--- config.mk ---
export PLATFORM = sky130hd
export DESIGN_NAME = lfsr_stream_gen
export DESIGN_NICKNAME = d
export VERILOG_FILES = /design/src/rtl/lfsr_pkg.sv /design/src/rtl/lfsr_next_state.sv /design/src/rtl/lfsr_stream_gen.sv
export SDC_FILE = /design/constraint.sdc
export NUM_CORES = 1
export LEC_CHECK = 0
export CORE_AREA = 4 4 53 55
export DETAILED_ROUTE_END_ITERATION = 10
export DIE_AREA = 0 0 57 59
export HOLD_SLACK_MARGIN = 0.03
export PLACE_DENSITY = 0.66
export SLEW_MARGIN = 40
export SYNTH_ARGS = -nofsm -noshare
export SYNTH_HDL_FRONTEND = slang
export SYNTH_SLANG_ARGS = --single-unit
--- constraint.sdc ---
create_clock -name clk -period 3.1 [get_ports clk]
set_input_delay 0.93 -clock clk [delete_from_list [all_inputs] [get_ports clk]]
set_output_delay 0.93 -clock clk [all_outputs]
set_load 0.05 [all_outputs]
--- src/rtl/lfsr_pkg.sv ---
// rtl/lfsr_pkg.sv - shared constants and FSM state type for the LFSR stream generator
package lfsr_pkg;

  localparam int unsigned LFSR_MODE_GALOIS = 0;
  localparam int unsigned LFSR_MODE_FIB    = 1;

  typedef enum logic {
    ST_IDLE = 1'b0,
    ST_RUN  = 1'b1
  } lfsr_fsm_e;

  // Defaults describe the maximal-length 8-bit generator being replaced.
  localparam logic [7:0] LFSR_GAL_TAPS_8 = 8'h1D;
  localparam logic [7:0] LFSR_FIB_TAPS_8 = 8'hB8;
  localparam logic [7:0] LFSR_SEED_8     = 8'h01;

endpackage

--- src/rtl/lfsr_next_state.sv ---
// rtl/lfsr_next_state.sv - combinational LFSR next-state function (Galois or Fibonacci)
module lfsr_next_state
  import lfsr_pkg::*;
#(
  parameter int unsigned          WIDTH    = 8,
  parameter int unsigned          MODE     = LFSR_MODE_GALOIS,
  parameter logic [WIDTH-1:0]     GAL_TAPS = WIDTH'(LFSR_GAL_TAPS_8),
  parameter logic [WIDTH-1:0]     FIB_TAPS = WIDTH'(LFSR_FIB_TAPS_8)
) (
  input  logic [WIDTH-1:0] state_i,
  output logic [WIDTH-1:0] next_o
);

  generate
    if (MODE == LFSR_MODE_GALOIS) begin : g_galois
      assign next_o = {state_i[WIDTH-2:0], 1'b0} ^ (state_i[WIDTH-1] ? GAL_TAPS : '0);
    end else begin : g_fib
      logic fb;
      assign fb     = ^(state_i & FIB_TAPS);
      assign next_o = {state_i[WIDTH-2:0], fb};
    end
  endgenerate

endmodule

--- src/rtl/lfsr_stream_gen.sv ---
// rtl/lfsr_stream_gen.sv - LFSR word generator on a valid/ready stream with run FSM and seed load
// Optional step counter output enabled by LFSR_STEP_CNT_EN.
module lfsr_stream_gen
  import lfsr_pkg::*;
#(
  parameter int unsigned      WIDTH        = 8,
  parameter int unsigned      MODE         = LFSR_MODE_GALOIS,
  parameter logic [WIDTH-1:0] GAL_TAPS     = WIDTH'(LFSR_GAL_TAPS_8),
  parameter logic [WIDTH-1:0] FIB_TAPS     = WIDTH'(LFSR_FIB_TAPS_8),
  parameter logic [WIDTH-1:0] DEFAULT_SEED = WIDTH'(LFSR_SEED_8)
) (
  input  logic             clk,
  input  logic             i_rst,
  input  logic             i_start,
  input  logic             i_stop,
  input  logic             i_seed_load,
  input  logic [WIDTH-1:0] i_seed,
  output logic [WIDTH-1:0] o_data,
  output logic             o_valid,
  input  logic             i_ready,
  output logic             o_wrap,
  output logic             o_seed_err
`ifdef LFSR_STEP_CNT_EN
  ,
  output logic [WIDTH-1:0] o_step_cnt
`endif
);

  lfsr_fsm_e        fsm_q, fsm_d;
  logic [WIDTH-1:0] state_q, state_d;
  logic [WIDTH-1:0] seed_q, seed_d;
  logic [WIDTH-1:0] next_w;
  logic [WIDTH-1:0] load_val;
  logic             wrap_q, wrap_d;
  logic             seed_err_q, seed_err_d;
  logic             seed_zero;
  logic             step;

  lfsr_next_state #(
    .WIDTH    (WIDTH),
    .MODE     (MODE),
    .GAL_TAPS (GAL_TAPS),
    .FIB_TAPS (FIB_TAPS)
  ) u_next (
    .state_i (state_q),
    .next_o  (next_w)
  );

  assign step      = (fsm_q == ST_RUN) && i_ready;
  assign seed_zero = (i_seed == '0);
  assign load_val  = seed_zero ? DEFAULT_SEED : i_seed;

  // Stop has priority over start so a simultaneous request leaves the generator idle.
  always_comb begin
    fsm_d = fsm_q;
    case (fsm_q)
      ST_IDLE: if (i_start && !i_stop) fsm_d = ST_RUN;
      ST_RUN:  if (i_stop)             fsm_d = ST_IDLE;
      default:                         fsm_d = ST_IDLE;
    endcase
  end

  always_comb begin
    state_d    = state_q;
    seed_d     = seed_q;
    wrap_d     = 1'b0;
    seed_err_d = 1'b0;
    if (i_seed_load) begin
      state_d    = load_val;
      seed_d     = load_val;
      seed_err_d = seed_zero;
    end else if (step) begin
      state_d = next_w;
      wrap_d  = (next_w == seed_q);
    end
  end

  always_ff @(posedge clk) begin
    if (i_rst) begin
      fsm_q      <= ST_IDLE;
      state_q    <= DEFAULT_SEED;
      seed_q     <= DEFAULT_SEED;
      wrap_q     <= 1'b0;
      seed_err_q <= 1'b0;
    end else begin
      fsm_q      <= fsm_d;
      state_q    <= state_d;
      seed_q     <= seed_d;
      wrap_q     <= wrap_d;
      seed_err_q <= seed_err_d;
    end
  end

  assign o_data     = state_q;
  assign o_valid    = (fsm_q == ST_RUN);
  assign o_wrap     = wrap_q;
  assign o_seed_err = seed_err_q;

`ifdef LFSR_STEP_CNT_EN
  logic [WIDTH-1:0] step_cnt_q, step_cnt_d;

  always_comb begin
    step_cnt_d = step_cnt_q;
    if (i_seed_load) begin
      step_cnt_d = '0;
    end else if (step) begin
      step_cnt_d = (next_w == seed_q) ? '0 : step_cnt_q + WIDTH'(1);
    end
  end

  always_ff @(posedge clk) begin
    if (i_rst) step_cnt_q <= '0;
    else       step_cnt_q <= step_cnt_d;
  end

  assign o_step_cnt = step_cnt_q;
`else
  // Step counter not built.
`endif

endmodule
After elaboration in Yosys (flattened, before gate mapping)
Cells that the tools add are included.
{ "totals": {"ff_bits": 19, "output_inout_bits": 11, "word_cells": 24} }
{ "op_classes": {"n_eq_ne": 1, "n_mux": 7, "n_bitwise": 4, "n_reduce_logical": 7} }
{ "op_table": {"columns": ["operator", "count"], "rows": [
  ["8-bit 2-to-1 mux", 3],
  ["8-bit equality test", 1],
  ["8-bit zero test", 1],
  ["8-bit bitwise XOR", 1],
  ["5-bit 2-to-1 mux", 1],
  ["1-bit inverter", 3],
  ["3-bit OR reduction", 1],
  ["1-bit logical AND", 2],
  ["1-bit 2-to-1 mux", 2],
  ["1-bit one-hot mux with 2 select lines", 1],
  ["2-bit nonzero test", 1],
  ["2-bit OR reduction", 1],
  ["1-bit zero test", 1]
]} }

Depth between registers and ports, before layout
Gate-level depths: netlist of the first run.
{ "depth": {"ltp_word": 4, "mapped_depth": 4, "ltp_nobuf": 3} }

Cells and area by module
A second synthesis of the first run with hierarchy kept.
{ "unflattened": {"cells_unflattened": 101, "hier_area_um2": 935.9} }
{ "modules_own_cells": {"columns": ["mod", "n_inst", "cells_per_inst", "area_each_um2", "seq_area_each_um2"], "rows": [
  ["lfsr_stream_gen", 1, 93, 872.1, 380.4],
  ["lfsr_next_state", 1, 8, 63.8, 0.0]
]} }

Worst setup path after synthesis of the first run
Ideal clock, no wire load.
{ "synth_timing": {"kind": "input to register", "startpoint": "input port i_rst", "endpoint": "register wrap_q (netlist: o_wrap)", "setup_time_ps": 103, "arrival_ps": 1846, "slack_ps": 1151, "stages": 4, "n_path_buf": 1, "cell_sequence": "buf_4 > or2_1 > a2111o_1 > a2111oi_2"} }
{ "synth_between": {"elab_chain_cells": 1} }
{ "synth_lines": {"columns": ["element", "line", "text"], "rows": [
  ["start: declaration", "lfsr_stream_gen.sv:13", "input logic i_rst,"],
  ["3-bit OR reduction (no line)", null, null],
  ["end signal: assignment", "lfsr_stream_gen.sv:89", "wrap_q <= wrap_d;"],
  ["end: declaration", "lfsr_stream_gen.sv:34", "logic wrap_q, wrap_d;"]
]} }
Every way passes these cells.
A chain may end at the register's enable or synchronous reset.

Final worst setup path of the first run
{ "layout_timing": {"startpoint": "register state_q[7] (netlist: o_data[7])", "endpoint": "output port o_data[7]"} }
{ "layout_lines": {"columns": ["element", "line", "text"], "rows": [
  ["start: declaration", "lfsr_stream_gen.sv:30", "logic [WIDTH-1:0] state_q, state_d;"],
  ["start signal: assignment", "lfsr_stream_gen.sv:87", "state_q <= state_d;"],
  ["end: declaration", "lfsr_stream_gen.sv:18", "output logic [WIDTH-1:0] o_data,"]
]} }
No word-level cell between the ends.

==> results.json, run 1 <==
{
  "seq_power_share": 0.528,
  "p_leak_nw": 0.433,
  "crit_type": "flip-flop to output port",
  "die-area_um2": 3360,
  "cts_root_buf": "clkbuf_4",
  "drive_gt1_frac": 0.0496,
  "place.gp.congestion": 0.831,
  "fp-row-count": 18,
  "worstPathCellList": "clkdlybuf4s50_1",
  "final_nets": 136,
  "hold_buffers": 0,
  "syn_area_um2": 905,
  "clk_latency_ns": 0.30,
  "finalSetupViolations": 0,
  "seq_area_frac_synth": 0.420,
  "fp.dieW_um": 57,
  "place_hpwl_um": 1610,
  "worst_slew_pin_slew_ns": 0.497,
  "synth-async-reset-ratio": 0,
  "overflow": 0,
  "maxCapViolCount": 0,
  "period_minus_slack_ns": 2.68,
  "cts_buffers": 3,
  "die-height_um": 59,
  "worst-path-buf-inv": 1,
  "ys.flop_type": "dfxtp_1",
  "worstPathArrival_ns": 1.75,
  "slew_headroom": 0.668,
  "grt_pass1_vias": 768,
  "synth_seq_cells": 19,
  "hold_class": "flip-flop to flip-flop",
  "netSwitchingPower_w": 0.000157,
  "ys_types": 29,
  "crit_fanout": 9,
  "grt_use_total": 0.135,
  "start_util": 0.379,
  "ir_drop_v": 0.000239,
  "setup_tns_ns": 0,
  "synth_cells": 99,
  "critPathSlowestCell": "clkdlybuf4s50_1",
  "cp_top_family": "buffers and inverters",
  "vias": 781,
  "synth_top_area_frac": 0.420,
  "diodes": 0,
  "htree_levels": 1,
  "area_growth_pct": 30.3,
  "grt_pass1_wl_um": 3540,
  "p_int_w": 0.000364,
  "drc": 0,
  "antenna_found_initial": 0,
  "status": "completed",
  "worst_setup_path_end_kind": "output port",
  "ys_warn_count": 0,
  "tritoncts": "built",
  "powerDensity_nw_per_um2": 442,
  "drt-total-wl_um": 2120,
  "io_buffers": 24,
  "finalMaxSlewViolations": 0,
  "cts.repair.resized": 0,
  "avgSynthCellArea_um2": 9.14,
  "ant_nets": 0,
  "rsz0062_at_grt": "false",
  "syn_nets": 113,
  "yosys.area.top_type": "dfxtp_1",
  "clk_pin_slew_ns": 0.10,
  "postCtsSetupBuffers": 0,
  "drt_iter0_drc": 32,
  "p_total_w": 0.000521,
  "cts_sinks": 19,
  "timing.final.hold_violations": 0,
  "required_ns": 2.17,
  "p_clk_frac": 0.238,
  "grt_max_degree": 22,
  "fmax_mhz": 373,
  "viasPerCell": 5.17,
  "skew_ns": 0.00228,
  "yosys-top-cells-area": "dfxtp_1 42%, xnor2_1 7.7%, a21oi_1 5.0%",
  "max_stage_delay_ns": 0.88,
  "switching_share": 0.301,
  "cts_buffer_depth": 2,
  "ios": 25,
  "period_share": 0.865,
  "combPwrFrac": 0.234,
  "dr.pass1.iters": 4,
  "worstSetupStartpointType": "flip-flop",
  "core_um2": 2390,
  "wl_per_cell_um": 14.0,
  "synth-edff-count": 0
}
[logic make-up after synthesis]
family / share of synthesized area
multiplexers: 0.0443
XOR/XNOR: 0.0968
buffers and inverters: 0.0581
AO/OA/AOI/OAI: 0.195
flip-flops: 0.420
AND/OR/NAND/NOR: 0.185
[per-layer routing]
metal / vias to the layer above / share of wire / global-route usage
met3: 2 / 0.052 / 0.0305
met2: 19 / 0.47 / 0.220
met4: 0 / 0.011 / 0.0497
li1: 395 / - / -
met1: 365 / 0.47 / 0.177
met5: - / 0 / 0
[final cells by class]
class	instances	area, µm²
fill	254	1210
sequential	19	380
inverter	2	7.51
multi-input combinational	70	472
clock buffer	4	26.3
tap	30	37.5
timing repair buffer	26	255
[final timing paths]
check | startpoint | end | cells past startpoint | slack [ns]
max | o_data[7]$_SDFFE_PP0P_ | o_data[7] | 1 | 0.42
min | seed_q[2]$_SDFFE_PP0P_ | seed_q[2]$_SDFFE_PP0P_ | 2 | 0.49
max reg2reg | o_valid$_SDFF_PP0_ | o_wrap$_SDFF_PP0_ | 3 | 1.60
min reg2reg | seed_q[2]$_SDFFE_PP0P_ | seed_q[2]$_SDFFE_PP0P_ | 2 | 0.49
[layout by cell type (no fill, tap or decap)]
cell and count:
nor4_1 1, nor3_1 6, o21ai_0 1, dfxtp_1 19, nor2b_1 4, clkdlybuf4s50_1 24, a211oi_1 4, inv_1 2
nand2_1 5, xor2_1 2, o211ai_1 1, or2_1 1, nor2_1 6, buf_4 2, mux2i_1 4, a2111o_1 1
a2111oi_2 1, a22oi_1 1, nand4_1 1, a311o_1 3, nor4b_1 1, xnor2_1 8, o21bai_1 1, nand2b_1 3
a211o_1 1, clkbuf_4 3, and3_1 4, a21oi_1 9, a221oi_1 1, clkbuf_1 1
[metrics by stage]
stage,cells,hold WS [ns],utilization,worst slack (ns),instance area [µm²]
2_1_floorplan,99,0.458,-,1.15,905
3_3_place_gp,147,0.473,0.483,0.649,1150
3_5_place_dp,147,0.474,0.483,0.597,1150
4_1_cts,151,0.491,0.494,0.408,1180
5_1_grt,151,0.507,0.494,0.356,1180
6_report,151,0.492,0.494,0.419,1180
[Yosys cell counts, drive strengths merged, types with 2 or more instances]
library cell   n
dfxtp         19
a21oi          9
xnor2          8
nor2           6
nor3           6
clkbuf         5
nand2          5
a211oi         4
and3           4
mux2i          4
nor2b          4
a311o          3
buf            3
nand2b         3
inv            2
xor2           2
[power by group through the flow]
stage / Clock (W) / Sequential [W] / Combinational (W)
global route: 0.000143 / 0.000278 / 0.000132
global placement: 0 / 0.000281 / 0.000122
CTS: 0.000128 / 0.000275 / 0.000122
finish: 0.000124 / 0.000275 / 0.000122
floorplan: 0 / 0.000302 / 0.0000563
detailed placement: 0 / 0.000281 / 0.000122
[flip-flops by register name, summed over array words and instances (netlist names)]
| name | count |
|---|---|
| o_data | 8 |
| o_seed_err | 1 |
| o_valid | 1 |
| o_wrap | 1 |
| seed_q | 8 |
Note: power is estimated with default switching activity, not from simulation.
==> run 2: changes to the inputs <==
--- a/config.mk
+++ b/config.mk
@@ -5,11 +5,12 @@
 export SDC_FILE = /design/constraint.sdc
 export NUM_CORES = 1
 export LEC_CHECK = 0
-export CORE_AREA = 4 4 53 55
+export CORE_AREA = 4 4 60 49
 export DETAILED_ROUTE_END_ITERATION = 10
-export DIE_AREA = 0 0 57 59
+export DIE_AREA = 0 0 64 53
 export HOLD_SLACK_MARGIN = 0.03
 export PLACE_DENSITY = 0.66
+export SETUP_SLACK_MARGIN = 0.5
 export SLEW_MARGIN = 40
 export SYNTH_ARGS = -nofsm -noshare
 export SYNTH_HDL_FRONTEND = slang
==> results.json, run 2 (synthesized netlist as in run 1, its figures left out) <==
{
  "status": "completed",
  "slew_headroom": 0.661,
  "p_int_w": 0.000363,
  "worstPathArrival_ns": 1.59,
  "dr.pass1.iters": 4,
  "crit_fanout": 5,
  "worst_slew_pin_slew_ns": 0.506,
  "finalMaxSlewViolations": 0,
  "antenna_found_initial": 0,
  "max_stage_delay_ns": 0.84,
  "ios": 25,
  "drc": 0,
  "seq_power_share": 0.524,
  "dpl.cell_count": 153,
  "period_share": 0.813,
  "finalSetupViolations": 0,
  "vias": 783,
  "worst_setup_path_end_kind": "output port",
  "drive_gt1_frac": 0.0496,
  "wl_per_cell_um": 13.3,
  "start_util": 0.373,
  "netSwitchingPower_w": 0.000161,
  "worstPathCellList": "clkdlybuf4s50_1",
  "period_minus_slack_ns": 2.52,
  "drt_iter0_drc": 37,
  "fp-row-count": 16,
  "cts_buffers": 3,
  "viasPerCell": 4.99,
  "io_buffers": 24,
  "worst-path-buf-inv": 1,
  "tritoncts": "built",
  "stdcell_count": 157,
  "hold_class": "flip-flop to flip-flop",
  "fillers": 239,
  "critPathSlowestCell": "clkdlybuf4s50_1",
  "drt-total-wl_um": 2090,
  "ir_drop_v": 0.000217,
  "fmax_mhz": 397,
  "worstSetupStartpointType": "flip-flop",
  "crit_type": "flip-flop to output port",
  "powerDensity_nw_per_um2": 443,
  "diodes": 0,
  "timing.final.hold_violations": 0,
  "cts_buffer_depth": 2,
  "overflow": 0,
  "required_ns": 2.17,
  "cp_top_family": "buffers and inverters",
  "place.gp.congestion": 0.788,
  "grt_pass1_wl_um": 3530,
  "p_clk_frac": 0.245,
  "skew_ns": 0.00531,
  "die-height_um": 53,
  "maxCapViolCount": 0,
  "combPwrFrac": 0.230,
  "ant_nets": 0,
  "htree_levels": 1,
  "clk_pin_slew_ns": 0.10,
  "grt_max_degree": 18,
  "area_growth_pct": 30.8,
  "grt_use_total": 0.139,
  "core_um2": 2420,
  "rsz0062_at_grt": "false",
  "die-area_um2": 3390,
  "final_nets": 136,
  "clk_latency_ns": 0.31,
  "cts_root_buf": "clkbuf_4",
  "most-common-layout-cells": "22 x clkdlybuf4s50_1, 19 x dfxtp_1, 9 x a21oi_1, 8 x xnor2_1",
  "layout_commonest_cell": "clkdlybuf4s50_1",
  "fp.dieW_um": 64,
  "switching_share": 0.308,
  "setup_tns_ns": 0,
  "cts_sinks": 19,
  "grt_pass1_vias": 742,
  "place_hpwl_um": 1540,
  "p_leak_nw": 0.441
}
## run 2: final cells by class
type,count,area (µm²),share of cell area
Multi-Input combinational cell,70,472,0.399
Tap cell,36,45.0,0.0381
Clock buffer,4,26.3,0.0222
Timing Repair Buffer,26,253,0.214
Inverter,2,7.51,0.00634
Sequential cell,19,380,0.321
## run 2: timing repair
| item | CTS | global route |
|---|---|---|
| hold buffers | 0 | 0 |
| buffers inserted | 0 | 0 |
| gates resized for setup | 2 | 0 |
| endpoints found under the setup margin | 2 | 0 |
## run 2: path summary, 6_finish.rpt
check             cells past startpoint                     end  slack, ns                    from
setup reg to reg                      3       o_wrap$_SDFF_PP0_       1.60      o_valid$_SDFF_PP0_
hold / removal                        2  seed_q[2]$_SDFFE_PP0P_       0.49  seed_q[2]$_SDFFE_PP0P_
hold reg to reg                       2  seed_q[2]$_SDFFE_PP0P_       0.49  seed_q[2]$_SDFFE_PP0P_
setup / recovery                      1               o_data[3]       0.58  o_data[3]$_SDFFE_PP0P_
## run 2: power groups by stage
stage               Clock [W]  Combinational, W  Sequential (W)
floorplan                   0         0.0000563        0.000302
global placement            0          0.000121        0.000281
finish               0.000129          0.000121        0.000275
global route         0.000151          0.000130        0.000278
CTS                  0.000134          0.000121        0.000275
detailed placement          0          0.000121        0.000281
## run 2: per-stage QoR
| stage | area, µm² | worst slack (ns) | hold slack [ns] | power (W) | util |
|---|---|---|---|---|---|
| 6_report | 1180 | 0.578 | 0.495 | 0.000525 | 0.489 |
| 5_1_grt | 1180 | 0.503 | 0.528 | 0.000559 | 0.489 |
| 4_1_cts | 1180 | 0.571 | 0.496 | 0.000530 | 0.489 |
| 3_5_place_dp | 1160 | 0.551 | 0.480 | 0.000402 | 0.479 |
| 3_3_place_gp | 1160 | 0.579 | 0.471 | 0.000402 | 0.479 |
| 2_1_floorplan | 905 | 1.15 | 0.458 | 0.000358 | - |
## run 2: routing by layer
metal	global-route usage	up-vias	routed length, µm
met5	0	-	0
met2	0.199	20	872
li1	-	401	-
met3	0.0573	4	127
met1	0.187	358	1070
met4	0.0430	0	22
